--- config.mk ---
export PLATFORM = sky130hd
export DESIGN_NAME = adc_acq_counters_flat
export DESIGN_NICKNAME = d
export VERILOG_FILES = /design/src/rtl/adc_acq_counters_if.sv /design/src/rtl/adc_acq_counters.sv /design/src/flat_wrapper.sv
export SDC_FILE = /design/constraint.sdc
export NUM_CORES = 1
export LEC_CHECK = 0
export BUFFER_PORTS_ARGS = -buffer_cell sky130_fd_sc_hd__buf_2
export CAP_MARGIN = 15
export CORE_AREA = 4 4 167 169
export DETAILED_ROUTE_END_ITERATION = 7
export DIE_AREA = 0 0 171 173
export SLEW_MARGIN = 20
export SYNTH_ARGS = -nofsm -noshare
export SYNTH_HDL_FRONTEND = slang
export SYNTH_SLANG_ARGS = --single-unit
export TNS_END_PERCENT = 20
--- constraint.sdc ---
create_clock -name clk -period 3.55 [get_ports clk]
set_clock_uncertainty 0.2 [all_clocks]
set_input_delay 0.71 -clock clk [delete_from_list [all_inputs] [get_ports clk]]
set_output_delay 0.71 -clock clk [all_outputs]
set_load 0.03 [all_outputs]
--- src/rtl/adc_acq_counters_if.sv ---
// Strobe/flag handshake between the ADC acquisition state machine (master)
// and the counter/config-latch stage (slave).
interface adc_acq_counters_if;
    logic fill_type_mux_en;
    logic burst_cntr_init;
    logic burst_cntr_en;
    logic waveform_cntr_init;
    logic waveform_cntr_en;
    logic waveform_gap_cntr_init;
    logic waveform_gap_cntr_en;
    logic address_cntr_en;
    logic fill_cntr_en;
    logic burst_cntr_zero;
    logic last_waveform;
    logic waveform_gap_zero;

    modport master (
        output fill_type_mux_en,
        output burst_cntr_init,
        output burst_cntr_en,
        output waveform_cntr_init,
        output waveform_cntr_en,
        output waveform_gap_cntr_init,
        output waveform_gap_cntr_en,
        output address_cntr_en,
        output fill_cntr_en,
        input  burst_cntr_zero,
        input  last_waveform,
        input  waveform_gap_zero
    );

    modport slave (
        input  fill_type_mux_en,
        input  burst_cntr_init,
        input  burst_cntr_en,
        input  waveform_cntr_init,
        input  waveform_cntr_en,
        input  waveform_gap_cntr_init,
        input  waveform_gap_cntr_en,
        input  address_cntr_en,
        input  fill_cntr_en,
        output burst_cntr_zero,
        output last_waveform,
        output waveform_gap_zero
    );
endinterface

--- src/rtl/adc_acq_counters.sv ---
// Counter and per-fill config latch stage for the ADC acquisition state machine:
// burst/waveform/gap down-counters with zero flags, plus DDR3 address, fill number and header fields.
module adc_acq_counters #(
    parameter int BURST_W = 23,
    parameter int WFM_W   = 12,
    parameter int GAP_W   = 16,
    parameter int ADDR_W  = 26,
    parameter int FILL_W  = 24
) (
    input  logic                clk,
    input  logic                adc_acq_full_reset,
    adc_acq_counters_if.slave   ctl,
    input  logic [1:0]          fill_type,
    input  logic [BURST_W-1:0]  burst_count0,
    input  logic [BURST_W-1:0]  burst_count1,
    input  logic [BURST_W-1:0]  burst_count2,
    input  logic [BURST_W-1:0]  burst_count3,
    input  logic [WFM_W-1:0]    waveform_count,
    input  logic [GAP_W-1:0]    waveform_gap,
    output logic [BURST_W-1:0]  fill_size,
    output logic [WFM_W-1:0]    waveform_index,
    output logic [FILL_W-1:0]   fill_num,
    output logic [ADDR_W-1:0]   ddr3_wr_addr,
    output logic [ADDR_W-1:0]   fill_word_cnt,
    output logic                cfg_err
);

    logic [BURST_W-1:0] burst_sel;
    logic [BURST_W-1:0] burst_cfg;
    logic [WFM_W-1:0]   wfm_cfg;
    logic               cfg_zero;

    logic [WFM_W-1:0]   wfm_lat;
    logic [GAP_W-1:0]   gap_lat;

    logic [BURST_W-1:0] burst_cnt, burst_cnt_nxt;
    logic [WFM_W-1:0]   wfm_cnt,   wfm_cnt_nxt;
    logic [GAP_W-1:0]   gap_cnt,   gap_cnt_nxt;

    // Config selection; zero counts would stall the state machine, so they are forced to 1.
    always_comb begin
        // NOTE: every signal written here gets a default first, so no path can infer a latch.
        burst_sel = burst_count0;
        case (fill_type)
            2'd0:    burst_sel = burst_count0;
            2'd1:    burst_sel = burst_count1;
            2'd2:    burst_sel = burst_count2;
            default: burst_sel = burst_count3;
        endcase
        burst_cfg = (burst_sel == '0)      ? BURST_W'(1) : burst_sel;
        wfm_cfg   = (waveform_count == '0) ? WFM_W'(1)   : waveform_count;
        cfg_zero  = (burst_sel == '0) || (waveform_count == '0);
    end

    // Down-counters: init loads the latched value and beats en; en saturates at 0.
    always_comb begin
        burst_cnt_nxt = burst_cnt;
        if (ctl.burst_cntr_init)
            burst_cnt_nxt = fill_size;
        else if (ctl.burst_cntr_en && (burst_cnt != '0))
            burst_cnt_nxt = burst_cnt - BURST_W'(1);
    end

    always_comb begin
        wfm_cnt_nxt = wfm_cnt;
        if (ctl.waveform_cntr_init)
            wfm_cnt_nxt = wfm_lat;
        else if (ctl.waveform_cntr_en && (wfm_cnt != '0))
            wfm_cnt_nxt = wfm_cnt - WFM_W'(1);
    end

    always_comb begin
        gap_cnt_nxt = gap_cnt;
        if (ctl.waveform_gap_cntr_init)
            gap_cnt_nxt = gap_lat;
        else if (ctl.waveform_gap_cntr_en && (gap_cnt != '0))
            gap_cnt_nxt = gap_cnt - GAP_W'(1);
    end

    always_ff @(posedge clk) begin
        // NOTE: sequential state uses non-blocking assignments so every register samples pre-edge values.
        if (adc_acq_full_reset) begin
            fill_size <= '0;
            wfm_lat   <= '0;
            gap_lat   <= '0;
            cfg_err   <= 1'b0;
        end else if (ctl.fill_type_mux_en) begin
            fill_size <= burst_cfg;
            wfm_lat   <= wfm_cfg;
            gap_lat   <= waveform_gap;
            if (cfg_zero)
                cfg_err <= 1'b1;
        end
    end

    // Flags are registered from the next count so they move on the same edge as the counter.
    always_ff @(posedge clk) begin
        if (adc_acq_full_reset) begin
            burst_cnt             <= '0;
            wfm_cnt               <= '0;
            gap_cnt               <= '0;
            ctl.burst_cntr_zero   <= 1'b1;
            ctl.last_waveform     <= 1'b1;
            ctl.waveform_gap_zero <= 1'b1;
        end else begin
            burst_cnt             <= burst_cnt_nxt;
            wfm_cnt               <= wfm_cnt_nxt;
            gap_cnt               <= gap_cnt_nxt;
            ctl.burst_cntr_zero   <= (burst_cnt_nxt == '0);
            ctl.last_waveform     <= (wfm_cnt_nxt == '0);
            ctl.waveform_gap_zero <= (gap_cnt_nxt == '0);
        end
    end

    always_ff @(posedge clk) begin
        if (adc_acq_full_reset)
            waveform_index <= '0;
        else if (ctl.waveform_cntr_init)
            waveform_index <= '0;
        else if (ctl.waveform_cntr_en && (waveform_index != '1))
            waveform_index <= waveform_index + WFM_W'(1);
    end

    // The address wraps freely; the per-fill word count saturates and restarts on each config latch.
    always_ff @(posedge clk) begin
        if (adc_acq_full_reset) begin
            ddr3_wr_addr  <= '0;
            fill_word_cnt <= '0;
        end else begin
            if (ctl.address_cntr_en)
                ddr3_wr_addr <= ddr3_wr_addr + ADDR_W'(1);
            if (ctl.fill_type_mux_en)
                fill_word_cnt <= ctl.address_cntr_en ? ADDR_W'(1) : '0;
            else if (ctl.address_cntr_en && (fill_word_cnt != '1))
                fill_word_cnt <= fill_word_cnt + ADDR_W'(1);
        end
    end

    always_ff @(posedge clk) begin
        if (adc_acq_full_reset)
            fill_num <= '0;
        else if (ctl.fill_cntr_en)
            fill_num <= fill_num + FILL_W'(1);
    end

endmodule
--- src/flat_wrapper.sv ---
// flat-port wrapper written by rule: the top's interface ports become plain ports
module adc_acq_counters_flat 
#(
    parameter int BURST_W = 23,
    parameter int WFM_W   = 12,
    parameter int GAP_W   = 16,
    parameter int ADDR_W  = 26,
    parameter int FILL_W  = 24
)
  (clk, adc_acq_full_reset, fill_type, burst_count0, burst_count1, burst_count2, burst_count3, waveform_count, waveform_gap, fill_size, waveform_index, fill_num, ddr3_wr_addr, fill_word_cnt, cfg_err, ctl_fill_type_mux_en, ctl_burst_cntr_init, ctl_burst_cntr_en, ctl_waveform_cntr_init, ctl_waveform_cntr_en, ctl_waveform_gap_cntr_init, ctl_waveform_gap_cntr_en, ctl_address_cntr_en, ctl_fill_cntr_en, ctl_burst_cntr_zero, ctl_last_waveform, ctl_waveform_gap_zero);
  adc_acq_counters_if ctl_i ();
  input  logic clk;
  input  logic adc_acq_full_reset;
  input  logic [1:0] fill_type;
  input  logic [BURST_W-1:0] burst_count0;
  input  logic [BURST_W-1:0] burst_count1;
  input  logic [BURST_W-1:0] burst_count2;
  input  logic [BURST_W-1:0] burst_count3;
  input  logic [WFM_W-1:0] waveform_count;
  input  logic [GAP_W-1:0] waveform_gap;
  output logic [BURST_W-1:0] fill_size;
  output logic [WFM_W-1:0] waveform_index;
  output logic [FILL_W-1:0] fill_num;
  output logic [ADDR_W-1:0] ddr3_wr_addr;
  output logic [ADDR_W-1:0] fill_word_cnt;
  output logic cfg_err;
  input wire logic [$bits(ctl_i.fill_type_mux_en)-1:0] ctl_fill_type_mux_en;
  input wire logic [$bits(ctl_i.burst_cntr_init)-1:0] ctl_burst_cntr_init;
  input wire logic [$bits(ctl_i.burst_cntr_en)-1:0] ctl_burst_cntr_en;
  input wire logic [$bits(ctl_i.waveform_cntr_init)-1:0] ctl_waveform_cntr_init;
  input wire logic [$bits(ctl_i.waveform_cntr_en)-1:0] ctl_waveform_cntr_en;
  input wire logic [$bits(ctl_i.waveform_gap_cntr_init)-1:0] ctl_waveform_gap_cntr_init;
  input wire logic [$bits(ctl_i.waveform_gap_cntr_en)-1:0] ctl_waveform_gap_cntr_en;
  input wire logic [$bits(ctl_i.address_cntr_en)-1:0] ctl_address_cntr_en;
  input wire logic [$bits(ctl_i.fill_cntr_en)-1:0] ctl_fill_cntr_en;
  output wire logic [$bits(ctl_i.burst_cntr_zero)-1:0] ctl_burst_cntr_zero;
  output wire logic [$bits(ctl_i.last_waveform)-1:0] ctl_last_waveform;
  output wire logic [$bits(ctl_i.waveform_gap_zero)-1:0] ctl_waveform_gap_zero;
  assign ctl_i.fill_type_mux_en = ctl_fill_type_mux_en;
  assign ctl_i.burst_cntr_init = ctl_burst_cntr_init;
  assign ctl_i.burst_cntr_en = ctl_burst_cntr_en;
  assign ctl_i.waveform_cntr_init = ctl_waveform_cntr_init;
  assign ctl_i.waveform_cntr_en = ctl_waveform_cntr_en;
  assign ctl_i.waveform_gap_cntr_init = ctl_waveform_gap_cntr_init;
  assign ctl_i.waveform_gap_cntr_en = ctl_waveform_gap_cntr_en;
  assign ctl_i.address_cntr_en = ctl_address_cntr_en;
  assign ctl_i.fill_cntr_en = ctl_fill_cntr_en;
  assign ctl_burst_cntr_zero = ctl_i.burst_cntr_zero;
  assign ctl_last_waveform = ctl_i.last_waveform;
  assign ctl_waveform_gap_zero = ctl_i.waveform_gap_zero;
  adc_acq_counters #(.BURST_W(BURST_W), .WFM_W(WFM_W), .GAP_W(GAP_W), .ADDR_W(ADDR_W), .FILL_W(FILL_W)) u_core (.clk(clk), .adc_acq_full_reset(adc_acq_full_reset), .ctl(ctl_i), .fill_type(fill_type), .burst_count0(burst_count0), .burst_count1(burst_count1), .burst_count2(burst_count2), .burst_count3(burst_count3), .waveform_count(waveform_count), .waveform_gap(waveform_gap), .fill_size(fill_size), .waveform_index(waveform_index), .fill_num(fill_num), .ddr3_wr_addr(ddr3_wr_addr), .fill_word_cnt(fill_word_cnt), .cfg_err(cfg_err));
endmodule
# [Yosys cells after proc, flatten, opt, wreduce, memory -nomap -nowiden]
# Cells that the tools add are included.
[classes] mux=12 n_reduce_logical=18 eq_ne=4 n_addsub=7
[ops] op="$mux 23" count=3
[ops] op="$pmux 23 s3" count=1
[ops] op="$add 26x1->26 const B" count=2
[ops] op="$mux 26" count=2
[ops] op="$logic_not 23->1" count=2
[ops] op="$mux 12" count=3
[ops] op="$mux 16" count=2
[ops] op="$ne 26x26->1 const B" count=1
[ops] op="$add 24x1->24 const B" count=1
[ops] op="$logic_not 12->1" count=2
[ops] op="$reduce_bool 23->1" count=1
[ops] op="$sub 23x1->23 const B" count=1
[ops] op="$logic_not 16->1" count=1
[ops] op="$reduce_bool 16->1" count=1
[ops] op="$sub 16x1->16 const B" count=1
[ops] op="$add 12x1->12 const B" count=1
[ops] op="$ne 12x12->1 const B" count=1
[ops] op="$reduce_bool 12->1" count=1
[ops] op="$sub 12x1->12 const B" count=1
[ops] op="$logic_and 1x1->1" count=5
[ops] op="$eq 2x1->1 const B" count=1
[ops] op="$eq 2x2->1 const B" count=1
[ops] op="$logic_not 2->1" count=1
[ops] op="$reduce_and 2->1" count=1
[ops] op="other kinds (4)" count=4
[word_totals] out_inout_bits=115 regBits=194

# [Longest topological paths before layout]
[logic_depth] word_depth=5 depth_mapped=11

# [Least setup slack after synthesis]
# Ideal clock, no wire load.
[synth_path] kind="input to register" startpoint="input fill_type[0]" endpoint="register u_core.cfg_err" slack_ns=0.705 t_arrival_ns=2.580 cell_stages=9 path_buffers=2 setup_ns=0.065 path_cell_list="clkbuf_1 buf_2 mux4_2 nor4_1 and4_1 nand3_1 a21oi_1 nor2_1 nor2_1"
[synth_via] elab_chain_len=5
[synth_rtl] element="start, declared" line_no="flat_wrapper.sv:14" text="input logic [1:0] fill_type;"
[synth_rtl] element="$eq 2x2->1 (tied with other cells)" line_no="adc_acq_counters.sv:44" text="case (fill_type)"
[synth_rtl] element="$pmux 23 s3 (*)" line_no="adc_acq_counters.sv:44"
[synth_rtl] element="$logic_not 23->1 (*)" line_no="adc_acq_counters.sv:52" text="cfg_zero = (burst_sel == '0) || (waveform_count == '0);"
[synth_rtl] element="$logic_or 1x1->1 (*)" line_no="adc_acq_counters.sv:52"
[synth_rtl] element="$reduce_and 2->1 (no source line) (*)"
[synth_rtl] element="end signal, assigned" line_no="adc_acq_counters.sv:86" text="cfg_err <= 1'b0;"
[synth_rtl] element="end signal, assigned" line_no="adc_acq_counters.sv:92" text="cfg_err <= 1'b1;"
[synth_rtl] element="end, declared" line_no="adc_acq_counters.sv:25" text="output logic cfg_err"
# Mark *: on every way between the ends. The rest lies on a longest branch, timed or not.
# A chain may end at the register's enable or synchronous reset.

# [Worst setup path after layout]
[layout_path] startpoint="register u_core.burst_cnt[1]" endpoint="register u_core.ctl.burst_cntr_zero"
[layout_via] elab_chain_len=5
[layout_rtl] element="start, declared" line_no="adc_acq_counters.sv:36" text="logic [BURST_W-1:0] burst_cnt, burst_cnt_nxt;"
[layout_rtl] element="start signal, assigned" line_no="adc_acq_counters.sv:106" text="burst_cnt <= burst_cnt_nxt;"
[layout_rtl] element="branches (longest 2 deep; another with $sub 23x1->23)"
[layout_rtl] element="$mux 23 (*)" line_no="adc_acq_counters.sv:60" text="else if (ctl.burst_cntr_en && (burst_cnt != '0))"
[layout_rtl] element="$mux 23 (*)" line_no="adc_acq_counters.sv:58" text="if (ctl.burst_cntr_init)"
[layout_rtl] element="$logic_not 23->1 (*)" line_no="adc_acq_counters.sv:109" text="ctl.burst_cntr_zero <= (burst_cnt_nxt == '0);"
[layout_rtl] element="end signal, assigned" line_no="adc_acq_counters.sv:109"
[layout_rtl] element="end, declared" line_no="adc_acq_counters_if.sv:42" text="output burst_cntr_zero,"
# Every way passes the cells marked *.

==> flow_summary.ini <==
[critical_path]
crit_path_end_kind = flop
rr_worst_depth = 10
rrSetupSlack_ns = 0.56
reg2reg_from = u_core.burst_cnt[1]$_SDFF_PP0_
crit_required_ns = 3.69
timing.rr.end = u_core.ctl.burst_cntr_zero$_SDFF_PP1_
critPathTopFamily = simple AND/OR/NAND/NOR gates
path_cells = inv_1 -> ha_1 -> nor4b_1 -> and4_1 -> buf_4 -> nor3_1 -> xor2_1 -> o32ai_1 -> nand4_1 -> o31ai_2
crit_arrival_ns = 3.14
cp_num_buf_inv = 2
crit_type = reg -> reg
slowest_delay_ns = 0.55
start_kind = flop
cp_max_fo = 11
cp_slowest_cell = and4_1

[placement]
port_buffers = 247
place_hpwl_microns = 22000
place_congestion = 0.904
dpl_worst_slack_ns = 0.433
post_dp_cell_area_sq_um = 11200

[cts]
clockBufferDepth = 2
cts_made_buffers = 17
clock_tree.root_cell = clkbuf_16
cts_resized = 0
tritoncts = built
htreeDepth = 4
cts.clk_slew.worst_paths_ns = 0.09
post-cts-setup-buffers = 0
cts_hold_buffers = 0
cts.sinks = 194
insertion_delay_ns = 0.43

[power_and_ir_drop]
p_sw_w = 0.00162
power_frac_comb_pct = 17.5
leakage_nw = 5.09
power.share.sequential_pct = 45.4
p_clk_share_pct = 37.1
irDropWorstVdd_mv = 0.226
power.internal_w = 0.00363
p_per_area_nw_per_um2 = 447
switching_share_pct = 30.9

[floorplan]
rows = 60
core_area_sq_um = 26600
die_w_microns = 171
initial_utilization_pct = 36.1
die_height_microns = 173
io-pin-count = 248
design.die.area_sq_um = 29600

[drt]
vias = 8733
met3_length_microns = 1720
drtPass1Iterations = 5
drt_iter0_drc = 591
wl_microns = 28600
wl_met1_microns = 13200
topRoutingLayerUsed = met5
wl_met2_microns = 13100
ant_nets = 0
drc = 0
wl_per_cell_microns = 17.2
via_per_inst = 5.26

[synth]
syn_avg_cell_area_sq_um = 8.91
synth_edf_count = 0
synth_nets = 1221
synth_area_sq_um = 9600
ys_warn_count = 0
ys.flop_type = dfxtp_1
ys_types = 69
syn_inst = 1078
ys_seq_area_share_pct = 40.4
ys_ff_latch = 194
async_flop_share_pct = 0

[global_route]
grt_pass1_wl_microns = 45800
grt_max_degree = 74
overflow = 0
antenna_found_initial = 10
grt_usage_pct = 19.0
grt_pass1_vias = 8433

[status]
status = complete, no violations

[finish]
stdcell_area_sq_um = 11800
layout_commonest_cell = buf_2
nFillCells = 2660
syn_to_final_growth_pct = 22.5
final_net_count = 1447
drive_gt1_share_pct = 25.2
final_cell_mix = buf_2 (245), dfxtp_1 (194), nor2_1 (191)

[timing]
rsz0062_at_grt = false
period_minus_slack_ns = 2.99
setup-tns-final_ns = 0
setup_violations = 0
slew_violations = 0
finalHoldViolations = 0
fin_crit_sh_pct = 84.4
fmax_ghz = 0.334
max_slew.worst_pin.slew_ns = 0.845
setup_ws_ns = 0.555
relSlewSlack_pct = 43.7

[worst_hold_path]
min_from = adc_acq_full_reset
min-delay-path-class = in -> reg
whs_path_depth = 2
worstHoldEndpoint = u_core.ddr3_wr_addr[12]$_SDFFE_PP0P_

[run]
drv_cap = 0
area by class of cell:
cell class	instances	area, sq um	area share (%)
antenna	2	5.00	0.0426
clock buffer	18	439	3.73
clock inverter	14	158	1.34
sequential	194	3880	33.0
tap	341	427	3.63
multi-input combinational	808	5420	46.1
timing repair buffer	261	1350	11.4
inverter	22	82.6	0.702
metrics by stage:
stage	total power, W	cells	util, %	hold slack [ns]
after floorplan	0.00306	1078	-	0.244
after global placement	0.00334	1626	42.0	0.264
after detailed placement	0.00335	1626	42.0	0.275
after CTS	0.00531	1658	44.2	0.248
after global routing	0.00551	1660	44.3	0.253
final	0.00525	1660	44.3	0.267
registers in the layout (all words and copies together) (netlist names):
name	count
u_core.gap_lat	16
u_core.fill_num	24
u_core.wfm_lat	12
u_core.waveform_index	12
u_core.fill_size	23
u_core.ctl.burst_cntr_zero	1
u_core.cfg_err	1
u_core.gap_cnt	16
u_core.wfm_cnt	12
u_core.burst_cnt	23
u_core.fill_word_cnt	26
u_core.ddr3_wr_addr	26
u_core.ctl.last_waveform	1
u_core.ctl.waveform_gap_zero	1
worst max-delay path by stage:
stage,start,end,slack [ns],cells past startpoint
after floorplan,fill_type[0],u_core.cfg_err$_SDFFE_PP0P_,0.70,9
after global placement,fill_type[0],u_core.cfg_err$_SDFFE_PP0P_,0.45,8
after detailed placement,fill_type[0],u_core.cfg_err$_SDFFE_PP0P_,0.43,8
after CTS,u_core.burst_cnt[0]$_SDFF_PP0_,u_core.ctl.burst_cntr_zero$_SDFF_PP1_,0.59,10
after global routing,u_core.burst_cnt[0]$_SDFF_PP0_,u_core.ctl.burst_cntr_zero$_SDFF_PP1_,0.38,10
final,u_core.burst_cnt[1]$_SDFF_PP0_,u_core.ctl.burst_cntr_zero$_SDFF_PP1_,0.56,10
power groups by stage:
stage               combinational, W  clock (W)  sequential, W
floorplan                   0.000603          0        0.00245
global placement            0.000908          0        0.00243
detailed placement          0.000913          0        0.00243
CTS                         0.000917    0.00201        0.00238
global route                 0.00101    0.00210        0.00240
finish                      0.000918    0.00195        0.00238
Yosys cell counts (23+ instances only):
library cell  instances  share of area (%)
xor2_1               61                5.6
nand2_1              79                3.1
mux4_2               23                5.4
nor4_1               29                1.9
clkbuf_1             43                1.7
nor2_1              191                7.5
nand4_1              28                1.8
a21oi_1              36                1.9
nor3_1               33                1.7
dfxtp_1             194                 40
mux2i_1              63                6.6
xnor2_1              35                3.2
o21ai_0              24                1.3
nand3_1              35                1.8
cells by family (layout without fill, tap and decap cells):
kind of cell / Yosys count / in the layout / synth area share (%)
fa+ha+maj: 10 / 10 / 1.30
mux: 86 / 86 / 12.0
buf+inv: 76 / 315 / 3.13
compound gates: 126 / 126 / 9.04
flops: 194 / 194 / 40.4
xor+xnor: 96 / 96 / 8.76
other cells: 0 / 2 / 0
simple gates: 490 / 490 / 25.4
routing by layer:
metal | vias up | GRT usage [%]
met5 | - | 0
met4 | 16 | 5.32
met3 | 47 | 5.42
met2 | 253 | 30.0
met1 | 4106 | 25.4
li1 | 4311 | -
(Power assumes the default switching activity.)
